==> src/rtl/sync_monitor_pkg.sv <==
// sync_monitor_pkg: shared FSM state encoding and implementation-select names
package sync_monitor_pkg;
    typedef enum logic [1:0] {
        SEARCH  = 2'd0,
        ACQUIRE = 2'd1,
        LOCKED  = 2'd2
    } state_t;
    localparam string ARCH_BEHAVIORAL = "BEHAVIORAL";
    localparam string ARCH_VIRTEX5    = "VIRTEX5";
    localparam string ARCH_VIRTEX6    = "VIRTEX6";
endpackage

==> src/rtl/sync_phase_counter.sv <==
// sync_phase_counter: enabled phase counter wrapping at PERIOD-1 with load-to-zero
module sync_phase_counter #(
    parameter int PERIOD = 1024,
    parameter int WIDTH  = 10
) (
    input  logic             clk,
    input  logic             rst,
    input  logic             en,
    input  logic             load_zero,
    output logic [WIDTH-1:0] phase,
    output logic             tc
);
    localparam logic [WIDTH-1:0] LAST = WIDTH'(PERIOD - 1);
    assign tc = phase == LAST;
    always_ff @(posedge clk or negedge rst)
        if (!rst) phase <= '0;
        else if (en) phase <= (load_zero || tc) ? '0 : phase + 1'b1;
endmodule

==> src/rtl/sync_monitor.sv <==
// sync_monitor: locks onto a periodic sync, flywheels through misses and counts errors
module sync_monitor
    import sync_monitor_pkg::*;
#(
    parameter string ARCHITECTURE = "BEHAVIORAL",
    parameter int    PERIOD       = 1024,
    parameter int    PHASE_WIDTH  = 10,
    parameter int    LOCK_COUNT   = 3,
    parameter int    MAX_MISS     = 2,
    parameter int    ERR_WIDTH    = 8
) (
    input  logic                   clk,
    input  logic                   rst,
    input  logic                   en,
    input  logic                   sync_in,
    output logic                   sync_out,
    output logic [PHASE_WIDTH-1:0] phase,
    output logic                   locked,
    output logic                   err_early,
    output logic                   err_missing,
    output logic [ERR_WIDTH-1:0]   err_count
);
    localparam int GW = $clog2(LOCK_COUNT + 1);
    localparam int MW = $clog2(MAX_MISS + 1);
    localparam logic [GW-1:0] LOCK_C = GW'(LOCK_COUNT);
    localparam logic [MW-1:0] MISS_C = MW'(MAX_MISS);
    if (ARCHITECTURE != ARCH_BEHAVIORAL && ARCHITECTURE != ARCH_VIRTEX5 &&
        ARCHITECTURE != ARCH_VIRTEX6) begin : g_bad_arch
        $error("sync_monitor: unsupported ARCHITECTURE");
    end
    state_t state, state_n;
    logic [GW-1:0] good, good_n;
    logic [MW-1:0] miss, miss_n;
    logic tc, load, sync_n, early_n, missing_n;
    logic sync, ontime, early, absent;
    assign sync   = en & sync_in;
    assign ontime = sync & tc;
    assign early  = sync & ~tc;
    assign absent = en & tc & ~sync_in;
    sync_phase_counter #(.PERIOD(PERIOD), .WIDTH(PHASE_WIDTH)) u_phase (
        .clk(clk), .rst(rst), .en(en), .load_zero(load), .phase(phase), .tc(tc)
    );
    always_comb begin
        state_n   = state;
        good_n    = good;
        miss_n    = miss;
        load      = 1'b0;
        sync_n    = 1'b0;
        early_n   = 1'b0;
        missing_n = 1'b0;
        case (state)
            SEARCH: if (sync) begin
                load    = 1'b1;
                good_n  = GW'(1);
                miss_n  = '0;
                state_n = (LOCK_COUNT == 1) ? LOCKED : ACQUIRE;
                sync_n  = LOCK_COUNT == 1;
            end
            ACQUIRE: begin
                if (ontime) begin
                    good_n = good + 1'b1;
                    if (good + 1'b1 == LOCK_C) begin
                        state_n = LOCKED;
                        miss_n  = '0;
                        sync_n  = 1'b1;
                    end
                end else if (early) begin
                    load   = 1'b1;
                    good_n = GW'(1);
                end else if (absent) state_n = SEARCH;
            end
            LOCKED: begin
                if (ontime) begin
                    miss_n = '0;
                    sync_n = 1'b1;
                end else if (absent) begin
                    // flywheel: the phase still wraps, so the regenerated pulse continues
                    missing_n = 1'b1;
                    sync_n    = 1'b1;
                    miss_n    = miss + 1'b1;
                    if (miss + 1'b1 == MISS_C) state_n = SEARCH;
                end else if (early) begin
                    early_n = 1'b1;
                    load    = 1'b1;
                    good_n  = GW'(1);
                    state_n = ACQUIRE;
                end
            end
            default: state_n = SEARCH;
        endcase
    end
    always_ff @(posedge clk or negedge rst)
        if (!rst) begin
            state       <= SEARCH;
            good        <= '0;
            miss        <= '0;
            sync_out    <= 1'b0;
            locked      <= 1'b0;
            err_early   <= 1'b0;
            err_missing <= 1'b0;
            err_count   <= '0;
        end else begin
            state       <= state_n;
            good        <= good_n;
            miss        <= miss_n;
            sync_out    <= sync_n;
            locked      <= state_n == LOCKED;
            err_early   <= early_n;
            err_missing <= missing_n;
            if ((early_n || missing_n) && err_count != '1) err_count <= err_count + 1'b1;
        end
endmodule

==> config.mk <==
export PLATFORM = sky130hd
export DESIGN_NAME = sync_monitor
export DESIGN_NICKNAME = d
export VERILOG_FILES = /design/src/rtl/sync_monitor_pkg.sv /design/src/rtl/sync_phase_counter.sv /design/src/rtl/sync_monitor.sv
export SDC_FILE = /design/constraint.sdc
export NUM_CORES = 1
export LEC_CHECK = 0
export ABC_CLOCK_PERIOD_IN_PS = 2980
export CORE_MARGIN = 1
export CORE_UTILIZATION = 55
export CTS_BUF_LIST = sky130_fd_sc_hd__clkbuf_4 sky130_fd_sc_hd__clkbuf_8
export CTS_CLUSTER_SIZE = 16
export DETAILED_ROUTE_END_ITERATION = 7
export HOLD_SLACK_MARGIN = 0.05
export PLACE_DENSITY = 0.82
export SYNTH_ARGS = -nofsm -noshare
export SYNTH_HDL_FRONTEND = slang
export SYNTH_SLANG_ARGS = --single-unit
==> constraint.sdc <==
create_clock -name clk -period 2.98 [get_ports clk]
set_clock_uncertainty 0.05 [all_clocks]
set_input_delay 0.596 -clock clk [delete_from_list [all_inputs] [get_ports clk]]
set_output_delay 0.596 -clock clk [all_outputs]
set_load 0.01 [all_outputs]
# Word level (Yosys, flattened, before mapping)
# Index checks and enable logic that the tools add are counted.
classes:
  addsub: 4
  eq_ne: 13
  mux: 37
  bitwise: 7
  n_reduce_logical: 7
op_table:
  columns: ["operator", "n"]
  rows:
  - ["2-bit 2-to-1 mux", 19]
  - ["2-bit case mux with 3 select lines", 3]
  - ["1-bit 2-to-1 mux", 12]
  - ["10-bit by 1-bit adder with 10-bit output, second input constant", 1]
  - ["10-bit == test, second input constant", 1]
  - ["10-bit 2-to-1 mux", 1]
  - ["2-bit inequality test, second input constant", 5]
  - ["8-bit by 1-bit adder with 8-bit output, second input constant", 1]
  - ["2-bit == test, second input constant", 4]
  - ["8-bit inequality test, second input constant", 1]
  - ["1-bit AND", 5]
  - ["5-bit AND reduction", 1]
  - ["2-bit by 1-bit adder with 2-bit output, second input constant", 2]
  - ["4-bit AND reduction", 1]
  - ["3-bit inequality test, second input constant", 1]
  - ["1-bit case mux with 3 select lines", 1]
  - ["3-bit nonzero test", 1]
  - ["2-bit by 1-bit == test with 1-bit output, second input constant", 1]
  - ["2-bit zero test", 1]
  - ["1-bit logical OR", 2]
  - ["1-bit inverter", 2]
  - ["1-bit case mux with 2 select lines", 1]
  - ["1-bit logical AND", 1]
word_totals:
  ff_bits: 28
  input_bits: 4
  output_inout_bits: 22
  wordCells: 77

# Logic depth before layout (Yosys ltp)
depth:
  ltp_word: 9
  ltp_mapped: 9

# Cells and area by module
# A second synthesis with hierarchy kept.
hier_totals:
  hier_cells: 163
  area_unflattened_um2: 1657.8
by_module_without_submodules:
  columns: ["module", "instances", "cells_each", "area_per_inst_um2", "seq_area_each_um2"]
  rows:
  - ["sync_monitor", 1, 111, 1119.8, 450.4]
  - ["sync_phase_counter", 1, 52, 538.0, 250.2]

# Least setup slack after synthesis
# No wires, ideal clock.
synth_timing:
  kind: "register to register"
  from: "register u_phase.phase[0]"
  to: "register err_count[1]"
  setup_time_ns: 0.125
  t_arrival_ns: 2.039
  setup_slack_ns: 0.766
  path_stages_with_launch: 6
  path_buffers: 0
  period_less_slack_ns: 2.214
  cell_sequence: "dfrtp_1 > ha_1 > inv_1 > nor3_1 > mux2i_1 > mux2_2"
synth_between:
  elab_chain_len: 9
synth_rtl:
  columns: ["element", "line_no", "text"]
  rows:
  - ["start: declaration", "sync_phase_counter.sv:10", "output logic [WIDTH-1:0] phase,"]
  - ["start signal: assignment", "sync_phase_counter.sv:17", "else if (en) phase <= (load_zero || tc) ? '0 : phase + 1'b1;"]
  - ["10-bit == test *", "sync_phase_counter.sv:14", "assign tc = phase == LAST;"]
  - ["1-bit inverter", "sync_monitor.sv:38", "assign early = sync & ~tc;"]
  - ["1-bit AND", "sync_monitor.sv:38", null]
  - ["1-bit 2-to-1 mux", "sync_monitor.sv:82", "end else if (early) begin"]
  - ["1-bit 2-to-1 mux", "sync_monitor.sv:76", "end else if (absent) begin"]
  - ["1-bit 2-to-1 mux", "sync_monitor.sv:73", "if (ontime) begin"]
  - ["1-bit 2-to-1 mux", "sync_monitor.sv:51", "case (state)"]
  - ["1-bit logical OR *", "sync_monitor.sv:110", "if ((early_n || missing_n) && err_count != '1) err_count <= err_count + 1'b1;"]
  - ["1-bit logical AND *", "sync_monitor.sv:110", null]
  - ["end signal: assignment", "sync_monitor.sv:110", null]
  - ["end: declaration", "sync_monitor.sv:21", "output logic [ERR_WIDTH-1:0] err_count"]
# Mark *: on every way between the ends. The rest lies on a longest branch, timed or not.
# A chain may end at the register's enable or synchronous reset.

# Worst setup path in the final report
layout_timing:
  from: "register state[0]"
  to: "register u_phase.phase[3]"
layout_between:
  elab_chain_len: 4
layout_rtl:
  columns: ["element", "line_no", "text"]
  rows:
  - ["start: declaration", "sync_monitor.sv:31", "state_t state, state_n;"]
  - ["start signal: assignment", "sync_monitor.sv:103", "state <= state_n;"]
  - ["2-bit == test (tied with other cells)", "sync_monitor.sv:51", null]
  - ["1-bit case mux with 3 select lines *", "sync_monitor.sv:51", null]
  - ["1-bit logical OR *", "sync_phase_counter.sv:17", null]
  - ["10-bit 2-to-1 mux *", "sync_phase_counter.sv:17", null]
# Marks and branches as above.

==> results.md <==
- Routed via count: between 1000 and 1500
- Worst IR drop on VDD: between 0.3 and 0.4 mV
- Per-cell routed wire length: between 15 and 20 um
- Area of the die: 3170 um^2
- Final routed DRC violation total: 0
- Cts-stage hold buffer count: 0
- Horiz. Die Dim: roughly 56 um
- Sequential share of the synthesized area: a little over two fifths
- CTS tree: built
- Leading register cell type out of synthesis: dfrtp_1
- Slowest cell on the critical path: or4b_2
- PD cells: between 400 and 500 nW/um^2
- Worst path max stage delay: 0.63 ns
- Final slew viol count: 0
- Antenna-violating nets left: 0
- Standard-cell rows: 19
- Total clock buffers created by CTS: 3
- Total wire length: ~3700 um
- Data arrival time of the worst path: between 2 and 3 ns
- Minimum clock period after layout: about 2.4 ns
- Fill cells: between 200 and 250
- Setup violators final: 0
- Net count of the mapped netlist: approximately 180
- Kind of cell with the highest combined delay on the critical path: simple AND/OR/NAND/NOR gates
- Kind of end point of the critical path: flip-flop
- Mean instance size in the synthesized netlist: about 9.5 um^2
- Number of input and output port buffers inserted: 25
- Floorplan core area: 2780 um^2
- Number of buffers and inverters on the critical path: 1
- Worst-Skew Late Latency: about 0.34 ns
- Setup slack of the most critical reg-to-reg path: ~0.55 ns
- Setup repair after global routing missed its margin: no
- Result of the run: completed
- Max Cap Violations: 0
- Number of enable-type register cells in the synthesized netlist: 0
- CP max FO: 10
- Synthesized instance count: ~170
- Ys Warns: 0
- Highest clock frequency the design can meet: 411 MHz
- Antenna fix cells: 0
- Total number of clock tree sinks: 28
- Mapped cell area: roughly 1600 um^2
- Distinct cell type count of the synthesized netlist: 45
- Post-CTS setup buffers: 0
- Area delta synth->final: 19.9%
- Kind of start point of the critical path: flip-flop
- Root buffer cell: clkbuf_4
- Setup TNS after final layout: 0 ns
- Pin count of the biggest net entering global routing: 29
- Class of the most critical setup path: reg2reg
- GPL Wtd Cong: 0.922
- Post-Layout Cell Count: approximately 230
- Critical Path, Cell by Cell: inv_1, ha_1, nor3_1, nor3_1, or2_2, or4b_2, o221ai_1
- DP Wirelength: about 2600 um
- Effective utilization at floorplan: between 50 and 60%
- Via density per instance: about 6.3
- Final number of hold-violating endpoints: 0
- I/O pin cnt: 26
- Share of flip-flops with an asynchronous set or reset after synthesis: 100%
- CP required: between 3 and 4 ns
- Layout cells sized above 1: between 7 and 8%
- Initial antenna violation count: 0
- Iteration-0 DRC count of the detailed router: 68
- Height of the chip: 56.3 um
- GRT Residual Overflow: 0
- Static Leakage: roughly 0.85 nW
- Global-route wire length before repair: between 6000 and 7000 um
- Worst slew margin: between 40% and 50%
- Number of nets in the final layout: ~210
- Clock-pin slew reported for the worst setup and hold paths after clock tree synthesis: approximately 0.15 ns
- Hold Crit Class: reg2reg
- Buffers from clock root to sink, at most: 2
- CP dominant cell by count: nor3_1
- Inst Count DP: approximately 220
- Aggregate global-route resource usage: 24.7%
- Final period util: about four fifths
- Vias in the first global route: 1373
- Slew at the pin with the worst max-slew slack: 0.768 ns
- Post-CTS sizing: 0
- Depth of the CTS H-tree: 1
- Flip-flop and latch count after synthesis: 28
- Number of search-and-repair iterations in the first detailed-routing pass: 4
[kinds of logic after synthesis]
logic type,Yosys count,share of synthesized area [%]
compound gates,35,14.2
fa+ha+maj,9,6.94
xor+xnor,13,7.02
mux,3,2.00
buf+inv,16,4.09
simple gates,67,22.6
flops,28,43.2
[layer usage]
metal	routed length, um	vias up	track usage [%]
met5	0	-	0
met2	1750	65	41.0
met4	73	0	11.1
li1	-	671	-
met3	225	7	3.00
met1	1640	687	32.4
[synthesized netlist by cell type (all sizes together), types with 5 or more instances]
master  number  share of area [%]
dfrtp       28                 43
nand2       19                4.4
xnor2       11                5.9
a21oi        9                2.8
ha           9                6.9
inv          9                2.1
nor2         9                2.1
nand4        7                4.0
nor3         7                2.2
nand3        6                1.9
o21ai        6                1.9
clkbuf       5                1.2
[path summary, 6_finish.rpt]
path	start	end	cells past startpoint
max	state[0]$_DFF_PN0_	u_phase.phase[3]$_DFFE_PN0P_	7
min	err_count[5]$_DFFE_PN0P_	err_count[5]$_DFFE_PN0P_	1
max reg2reg	state[0]$_DFF_PN0_	u_phase.phase[3]$_DFFE_PN0P_	7
min reg2reg	err_count[5]$_DFFE_PN0P_	err_count[5]$_DFFE_PN0P_	1
max in group asynchronous	rst	u_phase.phase[3]$_DFFE_PN0P_	2
min in group asynchronous	rst	u_phase.phase[7]$_DFFE_PN0P_	2
[state kept, by name, summed over array words and instances, names as in the netlist]
register and count:
locked 1, state 2, good 2, u_phase.phase 10, miss 2, err_count 8, err_missing 1, sync_out 1
err_early 1
[metrics by stage]
step	instance area [um^2]	power [mW]	setup WS, ns	hold WS, ns	util (%)
final	1950	0.797	0.549	0.477	70.0
after global routing	1950	0.843	0.367	0.494	70.0
after CTS	1950	0.804	0.576	0.474	70.0
after detailed placement	1910	0.616	0.313	0.450	68.6
after global placement	1910	0.606	0.373	0.438	68.6
after floorplan	1620	0.529	0.766	0.250	-
[cells in the final DEF (no fill, tap or decap), drive strengths merged, types with 2 or more instances in the layout]
| master | netlist | layout |
|---|---|---|
| a21boi | 2 | 2 |
| a21oi | 9 | 9 |
| a22oi | 2 | 2 |
| a31oi | 2 | 2 |
| and2 | 2 | 2 |
| and3 | 3 | 3 |
| buf | 2 | 4 |
| clkbuf | 5 | 4 |
| clkdlybuf4s50 | 0 | 25 |
| dfrtp | 28 | 28 |
| ha | 9 | 9 |
| inv | 9 | 9 |
| mux2 | 2 | 2 |
| nand2 | 19 | 19 |
| nand3 | 6 | 6 |
| nand4 | 7 | 7 |
| nor2 | 9 | 9 |
| nor2b | 2 | 2 |
| nor3 | 7 | 7 |
| nor4 | 3 | 3 |
| o21ai | 6 | 6 |
| o22ai | 3 | 3 |
| o31ai | 2 | 2 |
| o32ai | 2 | 2 |
| o41ai | 2 | 2 |
| or3 | 2 | 2 |
| xnor2 | 11 | 11 |
| xor2 | 2 | 2 |
[layout make-up]
type / instances / area [um^2] / share of cell area, %
clock buffer: 4 / 36.3 / 1.86
inverter: 9 / 33.8 / 1.74
multi-input combinational: 127 / 856 / 44.0
sequential: 28 / 701 / 36.0
tap: 31 / 38.8 / 1.99
timing repair buffer: 29 / 280 / 14.4
[power breakdown]
part | internal, mW | switching (mW) | leakage (nW)
registers | 0.406 | 0.0438 | 0.372
logic | 0.0791 | 0.0793 | 0.456
clock network | 0.0750 | 0.114 | 0.0210
total | 0.560 | 0.237 | 0.849
Power figures use the tool's default switching activity.
==> variant, RTL diff (same settings) <==
Make the reset (`rst`) synchronous in 2 clocked blocks.
--- a/src/rtl/sync_phase_counter.sv
+++ b/src/rtl/sync_phase_counter.sv
@@ -12,7 +12,7 @@
 );
     localparam logic [WIDTH-1:0] LAST = WIDTH'(PERIOD - 1);
     assign tc = phase == LAST;
-    always_ff @(posedge clk or negedge rst)
+    always_ff @(posedge clk)
         if (!rst) phase <= '0;
         else if (en) phase <= (load_zero || tc) ? '0 : phase + 1'b1;
 endmodule
--- a/src/rtl/sync_monitor.sv
+++ b/src/rtl/sync_monitor.sv
@@ -89,7 +89,7 @@
             default: state_n = SEARCH;
         endcase
     end
-    always_ff @(posedge clk or negedge rst)
+    always_ff @(posedge clk)
         if (!rst) begin
             state       <= SEARCH;
             good        <= '0;
Behaviour: differs if rst is asserted again (counterexample within 4 cycles, from zero or initial values and one cycle with rst low); with rst held inactive, the same outputs for 10 cycles.
==> variant against the unedited design <==
The run now ends with DRC left; sequential cell count did not move; count of clock-buffer cells in the layout fell by 1; area after synthesis rose by 2.5%; routed wire length fell by 1.8%; worst hold slack got worse by 47 ps; cell area rose by 0.71%; non-clock buffer count did not move; worst setup slack improved by 13 ps; fmax rose by 0.54%; critical endpoint is now miss[0]$_SDFFE_PN0P_.
Power is not compared: it rests on default switching activity, and its combinational part moved more than twofold at a synthesized area within 25%.
==> variant: results (changes against the unedited design) <==
metric;value;unit;change
status;finished, violations left;;
grt_pass1_vias;1348;;-1.8%
port_buffers;25;;unchanged
r2r-end;locked$_SDFF_PN0_;;
post-cts-setup-buffers;0;;unchanged
worst_ir_drop_vdd;226.2;uV;
drt_iter0_drc;76;;+12%
drt-pass1-iter-count;7;;+3
yosys-top-cells-count;dfxtp_1 (28), nor2_1 (21), nand2_1 (15);;
grt_pass1_wl;6182;um;+1.7%
largestRegisters;u_phase.phase: 10 flops, err_count: 8 flops;;
hpwl;2765;um;+6.0%
min_path_type;reg -> reg;;
ctsResizeCount;0;;unchanged
grt_max_degree;15;;-48%
max-slew-margin-rel;53.15;%;+4.7 points
routed_via_density;6.147;;-2.0%
synth.area.top_cells;dfxtp_1 (34%), ha_1 (6.8%), nor2_1 (4.7%);;
yosys_warnings;0;;unchanged
diodes;0;;unchanged
clk_latency;330;ps;
antenna_found_initial;0;;unchanged
cts_inserted_buffers;3;;unchanged
arrival;2640;ps;about the same
cts_buffer_depth;2;;unchanged
nNetsFinal;236;;+12%
ff2ff_setup_slack;660;ps;+110 ps
cts_max_level;1;;unchanged
async_flop_share;0;%;-100 points
min_to;good[1]$_SDFFE_PN0P_;;
hold_path_depth;2;;+1
rr_worst_depth;5;;-2
synth_cell_types;52;;+16%
worstPathMaxFanout;10;;unchanged
violations;DRC;;
power_leakage;0.0006662;uW;
grt_usage;24.09;%;-0.60 points
hp-start;good[1]$_SDFFE_PN0P_;;
drive_above_1_share;7.692;%;+0.078 points
crit_path_start;sync_in;;
gp_congestion;0.9480;;+2.8%
r2r-start;u_phase.phase[6]$_SDFFE_PN0P_;;
root_buffer;clkbuf_4;;
drc_errors;4;;+4
wl_per_cell;14.38;um;-11%
ys_seq_area_share;33.71;%;-9.5 points
clk_pin_slew;140;ps;
syn-num-nets;209;;+14%
pre_cts_ws;269.9;ps;-43.38 ps
==> variant: changes by cell type in the layout (fill, tap and decap cells not counted), sizes merged, moves of 4 or more <==
cell   delta
dfrtp    -28
dfxtp    +28
nor2     +12
nor4      +6
xnor2     -4
==> variant: how the worst max path moves through the flow <==
stage                            to  slack, ps  depth (start not counted)
5_1_grt        miss[0]$_SDFFE_PN0P_        450                          6
3_3_place_gp   miss[0]$_SDFFE_PN0P_        340                          6
2_1_floorplan     locked$_SDFF_PN0_       1000                          6
6_report       miss[0]$_SDFFE_PN0P_        560                          6
3_5_place_dp   miss[0]$_SDFFE_PN0P_        270                          6
4_1_cts        miss[0]$_SDFFE_PN0P_        600                          6
==> variant: final cells by class <==
class | count | area, um^2
sequential | 28 | 560.5
inverter | 12 | 45.04
multi-input combinational | 149 | 1012
fill | 260 | 845.8
timing repair buffer | 29 | 280.3
clock buffer | 3 | 22.52
tap | 31 | 38.79
==> variant: worst max-delay path, cell delays in order <==
cell             delay, ps
clkdlybuf4s50_1        700
nand2_1                310
a21o_1                 280
nand3b_1               220
or3_1                  380
a21oi_1                150
==> variant: layer usage <==
layer  up-vias  track usage [%]  part of all wire, %
li1        762                -                    -
met1       741            33.24                   48
met2        39            38.66                   46
met3         7            3.401                  4.7
met4         0            8.711                  1.7
met5         -                0                    0
==> variant: kinds of logic (layout without fill, tap and decap cells) <==
| family | count (synthesis) | after routing | share of synthesized area [%] |
|---|---|---|---|
| simple gates | 89 | 89 | 29.80 |
| fa+ha+maj | 9 | 9 | 6.772 |
| buf+inv | 19 | 44 | 5.417 |
| compound gates | 38 | 38 | 17.31 |
| flops | 28 | 28 | 33.71 |
| mux | 2 | 2 | 1.204 |
| xor+xnor | 11 | 11 | 5.794 |
==> variant: metrics by stage <==
step	hold slack [ps]	cells	area (um^2)	power [uW]	util, %
after global placement	403.7	249	1937	467.0	69.05
after floorplan	390.1	196	1663	444.0	-
after detailed placement	415.4	249	1937	469.5	69.05
after global routing	461.9	252	1959	648.8	69.85
final	430.2	252	1959	616.0	69.85
after CTS	436.5	252	1959	620.9	69.85
==> variant: power by group <==
part / leakage, uW / internal, uW / switching, uW
clock network: 0.0000138 / 47.5 / 106
registers: 0.000226 / 379 / 5.78
logic: 0.000426 / 32.1 / 44.8
total: 0.000666 / 459 / 157
